--- src/rtl/axi_rd_burst_bridge_pkg.sv ---
// rtl/axi_rd_burst_bridge_pkg.sv - shared codes and state encodings for the read burst bridge
package axi_rd_burst_bridge_pkg;

    localparam logic [1:0] RD_UNCACHE     = 2'd0;
    localparam logic [1:0] RD_LINE        = 2'd1;
    localparam logic [1:0] RD_DLINE       = 2'd2;

    localparam logic [2:0] AXI_SIZE_4B    = 3'b010;
    localparam logic [1:0] AXI_BURST_INCR = 2'b01;

    typedef enum logic [3:0] {
        ST_IDLE = 4'b0001,
        ST_AR   = 4'b0010,
        ST_R    = 4'b0100,
        ST_RET  = 4'b1000
    } state_t;

    // Index of the final beat of a whole transfer (both bursts when split).
    function automatic logic [4:0] last_beat_idx(input logic [1:0] t);
        case (t)
            RD_LINE:  last_beat_idx = 5'd7;
            RD_DLINE: last_beat_idx = 5'd15;
            default:  last_beat_idx = 5'd0;
        endcase
    endfunction

endpackage

--- src/rtl/axi_rd_burst_bridge.sv ---
// rtl/axi_rd_burst_bridge.sv - prefetcher read request to AXI3 AR/R burst bridge
module axi_rd_burst_bridge
    import axi_rd_burst_bridge_pkg::*;
#(
    parameter int              ID_W   = 4,
    parameter logic [ID_W-1:0] AXI_ID = 4'd3
) (
    input  logic            clk,
    input  logic            reset,
    input  logic            rd_req,
    input  logic [1:0]      rd_type,
    input  logic [31:0]     rd_addr,
    output logic            rd_rdy,
    output logic            ret_half,
    output logic            ret_valid,
    output logic [511:0]    ret_data,
    output logic [ID_W-1:0] arid,
    output logic [31:0]     araddr,
    output logic [3:0]      arlen,
    output logic [2:0]      arsize,
    output logic [1:0]      arburst,
    output logic            arvalid,
    input  logic            arready,
    input  logic [ID_W-1:0] rid,
    input  logic [31:0]     rdata,
    input  logic [1:0]      rresp,
    input  logic            rlast,
    input  logic            rvalid,
    output logic            rready
);

    state_t         r_state;
    state_t         w_next;
    logic [1:0]     r_type;
    logic [4:0]     r_beat_cnt;
    logic           r_split;
    logic [31:0]    r_araddr;
    logic [3:0]     r_arlen;
    logic [511:0]   r_ret_data;
    logic           r_ret_half;

    logic [1:0]     w_req_type;
    logic           w_accept;
    logic           w_split_req;
    logic           w_beat;
    logic           w_last_beat;
    logic           w_split_point;
    logic           w_unused;

    // Completion is counter-based with a single outstanding transfer, so RID/RRESP/RLAST carry nothing we need.
    assign w_unused      = ^{rid, rresp, rlast};

    assign w_req_type    = (rd_type == 2'd3) ? RD_UNCACHE : rd_type;
    assign w_accept      = rd_req && rd_rdy;
    assign w_split_req   = (w_req_type == RD_DLINE) && (rd_addr[11:5] == 7'h7F);
    assign w_beat        = (r_state == ST_R) && rvalid;
    assign w_last_beat   = (r_beat_cnt == last_beat_idx(r_type));
    assign w_split_point = r_split && (r_beat_cnt == 5'd7);

    always_ff @(posedge clk or posedge reset) begin
        if (reset) begin
            r_state <= ST_IDLE;
        end else begin
            r_state <= w_next;
        end
    end

    always_comb begin
        w_next = r_state;
        case (r_state)
            ST_IDLE: if (rd_req) w_next = ST_AR;
            ST_AR:   if (arready) w_next = ST_R;
            ST_R: begin
                if (rvalid) begin
                    if (w_last_beat) begin
                        w_next = ST_RET;
                    end else if (w_split_point) begin
                        w_next = ST_AR;
                    end
                end
            end
            ST_RET:  w_next = rd_req ? ST_AR : ST_IDLE;
            default: w_next = ST_IDLE;
        endcase
    end

    always_ff @(posedge clk or posedge reset) begin
        if (reset) begin
            r_type     <= RD_UNCACHE;
            r_beat_cnt <= 5'd0;
            r_split    <= 1'b0;
            r_araddr   <= 32'd0;
            r_arlen    <= 4'd0;
            r_ret_data <= '0;
            r_ret_half <= 1'b0;
        end else begin
            r_ret_half <= 1'b0;
            if (w_accept) begin
                r_type     <= w_req_type;
                r_beat_cnt <= 5'd0;
                r_split    <= w_split_req;
                if (w_req_type == RD_UNCACHE) begin
                    r_araddr <= rd_addr;
                    r_arlen  <= 4'd0;
                end else begin
                    r_araddr <= {rd_addr[31:5], 5'b0};
                    r_arlen  <= ((w_req_type == RD_LINE) || w_split_req) ? 4'd7 : 4'd15;
                end
            end
            if (w_beat) begin
                r_ret_data[{r_beat_cnt[3:0], 5'b0} +: 32] <= rdata;
                r_beat_cnt <= r_beat_cnt + 5'd1;
                if ((r_type == RD_DLINE) && (r_beat_cnt == 5'd7)) begin
                    r_ret_half <= 1'b1;
                end
                // Second half of a 4KB-crossing double line starts at the next page.
                if (w_split_point) begin
                    r_araddr <= {r_araddr[31:12] + 20'd1, 12'h000};
                    r_arlen  <= 4'd7;
                end
            end
        end
    end

    assign rd_rdy    = (r_state == ST_IDLE) || (r_state == ST_RET);
    assign arvalid   = (r_state == ST_AR);
    assign rready    = (r_state == ST_R);
    assign ret_valid = (r_state == ST_RET);
    assign ret_half  = r_ret_half;
    assign ret_data  = r_ret_data;
    assign arid      = AXI_ID;
    assign araddr    = r_araddr;
    assign arlen     = r_arlen;
    assign arsize    = AXI_SIZE_4B;
    assign arburst   = AXI_BURST_INCR;

endmodule

--- config.mk ---
export PLATFORM = sky130hd
export DESIGN_NAME = axi_rd_burst_bridge
export DESIGN_NICKNAME = d
export VERILOG_FILES = /design/src/rtl/axi_rd_burst_bridge_pkg.sv /design/src/rtl/axi_rd_burst_bridge.sv
export SDC_FILE = /design/constraint.sdc
export NUM_CORES = 1
export LEC_CHECK = 0
export ABC_CLOCK_PERIOD_IN_PS = 32900
export CORE_MARGIN = 10
export CORE_UTILIZATION = 28
export DETAILED_ROUTE_END_ITERATION = 8
export PLACE_DENSITY = 0.57
export SLEW_MARGIN = 5
export SYNTH_ARGS = -nofsm -noshare
export SYNTH_HDL_FRONTEND = slang
export SYNTH_SLANG_ARGS = --single-unit
--- constraint.sdc ---
create_clock -name clk -period 32.9 [get_ports clk]
set_input_delay 3.29 -clock clk [delete_from_list [all_inputs] [get_ports clk]]
set_output_delay 3.29 -clock clk [all_outputs]
set_load 0.03 [all_outputs]
==> metrics <==
antenna violations before repair 1; fin nets 2299; Lkg Pwr approximately 15 nW; Setup crit end kind asynchronous set/reset pin; Mapped Cells ~1600; setup TNS 0 ps; unrepaired setup endpoints after global routing false; maximum vdd drop 0.0414 mV; CP Cell Sequence clkdlybuf4s50_1, inv_8, buf_4, buf_4, buf_4, buf_4; syn_area_per_cell 13.7 um^2; GRT overflow 0; largest net degree at the start of global routing 175; Top-Level Pins 640; Die ar. ~91000 um^2; PwrDens roughly 57 nW/um^2; Max Buffers Root-to-Sink 3; TritonCTS clock tree done; die width between 300 and 400 um; sw frac 0.292; final hold violations 0; vias in the first global route between 15000 and 20000; first-iteration detailed-routing DRC count 793; WP data arrival between 7000 and 8000 ps; post-synth cell types 55; worst endpoint required time approximately 34000 ps; GRT Total Usage 0.175; RR Endpoint araddr[25]$_DFF_PP0_; Internal Power ~1.3 mW; CTS clk-pin slew, worst paths around 60 ps; post-route core utilization 0.402; Synth area leaders dfrtp_1, mux2_2, nand2_1, o21ai_0, clkbuf_1; Synth area leader dfrtp_1; Area Overhead vs Synth 42.4%; clk sink count ~560; crit-path max FO 128; worst r2r src r_beat_cnt[0]$_DFFE_PP0P_; drt first pass iters 5; Worst R2R Path Depth 6; clock skew 37.0 ps; final worst path period share 0.218; DRT Wirelength between 80000 and 90000 um; outcome finished, final reports clean; antenna viol nets, final 0; row count roughly 100; H-tree Lvls 3; vias post-DR 15577; Core ar. between 70000 and 80000 um^2; Async SR Flop Fraction 1.00; Post-synth EDFFs 0; CP most frequent cell buf_4; # setup viols final 0; Slew Viols, Final 0; Seq/Total Area, Yosys 0.629; Crit path largest cell delay roughly 900 ps; worst reg2reg setup slack 28520 ps; NetSw 0.532 mW; synth warn 0; DR WL/cell between 20 and 25 um; Post-Syn Area 22300 um^2; routability congestion estimate between 0.8 and 0.9; proportion of layout cells with a drive suffix above 1 0.263; clock latency on the worst-skew pair just over 600 ps; commonest non-fill, non-tap cell in the layout clkdlybuf4s50_1; postcts setup bufs 0; FF+latch count, synth between 500 and 600; Synth top area share 0.628; ys flop type dfrtp_1; fin crit period a little over 7000 ps; Worst Hold Depth 2; relative slew slack 0.240; max frequency 139 MHz; Root Buffer Master clkbuf_16; HPWL after DPL between 50000 and 60000 um; Comb pwr share 0.169; CP startpoint reset; Design Power approximately 1.8 mW; Initial Util 0.283; commonest non-fill, non-tap cells in the layout clkdlybuf4s50_1, dfrtp_1, mux2_2; Seq pwr share 0.421; hold endpoint ret_data[369]$_DFFE_PP0P_; I/O Buffers 623; hold_sp ret_data[369]$_DFFE_PP0P_; global-route wire length before repair about 120000 um; total of max-cap violations 0; Clk network pwr share 0.411; total CTS buffers 66; # DRC 0; Crit Path Class primary input to asynchronous set/reset pin; Tightest Pin Transition roughly 1100 ps; CP startpoint kind primary input; Tightest Hold Check Type register to register; die height 302 um; slowest cell on the critical path buf_4; drt via density 4.70; hold_ws about 480 ps; post-CTS sizing 0; CTS Hold Buffers Added 0
[power by group through the flow]
| stage | sequential, mW | clock (mW) | combinational (mW) |
|---|---|---|---|
| after floorplan | 0.832 | 0 | 0.114 |
| after global placement | 0.775 | 0 | 0.308 |
| after detailed placement | 0.777 | 0 | 0.312 |
| after CTS | 0.765 | 0.772 | 0.313 |
| after global routing | 0.771 | 0.801 | 0.328 |
| final | 0.766 | 0.748 | 0.307 |
[flip-flops by register name (all words and copies together) (netlist names)]
register / cells
arlen: 4
r_state: 4
r_split: 1
ret_half: 1
r_beat_cnt: 5
araddr: 32
ret_data: 512
r_type: 2
[critical path: cells and delay by family]
family	cells	cell delay (ps)
buffers and inverters	6	4310
[cell families (layout without fill, tap and decap cells)]
family / after synthesis / after routing / synth area share
xor+xnor: 5 / 5 / 0.00196
flops: 561 / 561 / 0.629
compound gates: 143 / 143 / 0.0385
other cells: 2 / 12 / 0.000336
buf+inv: 147 / 772 / 0.0299
mux: 448 / 448 / 0.226
fa+ha+maj: 8 / 8 / 0.00448
simple gates: 315 / 315 / 0.0698
[layer usage]
metal / track usage / wire length [um] / vias up
met2: 0.307 / 42000 / 510
met1: 0.198 / 31500 / 8114
met4: 0.0605 / 2430 / 0
li1: - / - / 6848
met5: 0 / 0 / -
met3: 0.0548 / 6930 / 105
[cell type report]
cell class,count,area (um^2)
timing repair buffer,644,6410
sequential,561,14000
antenna,3,7.51
fill,7372,47200
multi-input combinational,928,7720
inverter,12,52.6
clock inverter,27,354
tap,1050,1310
clock buffer,89,1890
[cells in the mapped netlist (all sizes together), types with 2 or more instances]
| master | count |
|---|---|
| nand4 | 7 |
| o21ai | 71 |
| o31ai | 6 |
| nand2b | 2 |
| nor3 | 12 |
| nor2b | 2 |
| dfrtp | 560 |
| o211a | 2 |
| a21oi | 29 |
| a311oi | 4 |
| conb | 2 |
| and4 | 3 |
| nor4 | 4 |
| o221a | 4 |
| mux2 | 448 |
| xnor2 | 2 |
| buf | 55 |
| a211oi | 10 |
| and2 | 34 |
| xor2 | 3 |
| ha | 8 |
| or4b | 3 |
| nand3 | 20 |
| inv | 12 |
| a31oi | 2 |
| nand2 | 145 |
| a21o | 5 |
| and3 | 44 |
| nor3b | 2 |
| and3b | 2 |
| clkbuf | 80 |
| o32a | 2 |
| nor2 | 30 |
[how the worst max path moves through the flow]
stage	to	slack (ps)
after floorplan	araddr[0]$_DFF_PP0_	13920
after global placement	ret_data[172]$_DFFE_PP0P_	24990
after detailed placement	ret_data[300]$_DFFE_PP0P_	24810
after CTS	ret_data[172]$_DFFE_PP0P_	25480
after global routing	ret_data[295]$_DFFE_PP0P_	25000
final	ret_data[428]$_DFFE_PP0P_	25720
[per-stage QoR]
| stage | setup WS (ps) | std cells | cell area, um^2 |
|---|---|---|---|
| 2_1_floorplan | 13920 | 1636 | 22300 |
| 3_3_place_gp | 24990 | 3195 | 29500 |
| 3_5_place_dp | 24810 | 3195 | 29500 |
| 4_1_cts | 25480 | 3311 | 31800 |
| 5_1_grt | 25000 | 3312 | 31800 |
| 6_report | 25720 | 3314 | 31800 |
No activity file was read; power rests on OpenSTA's default activity.
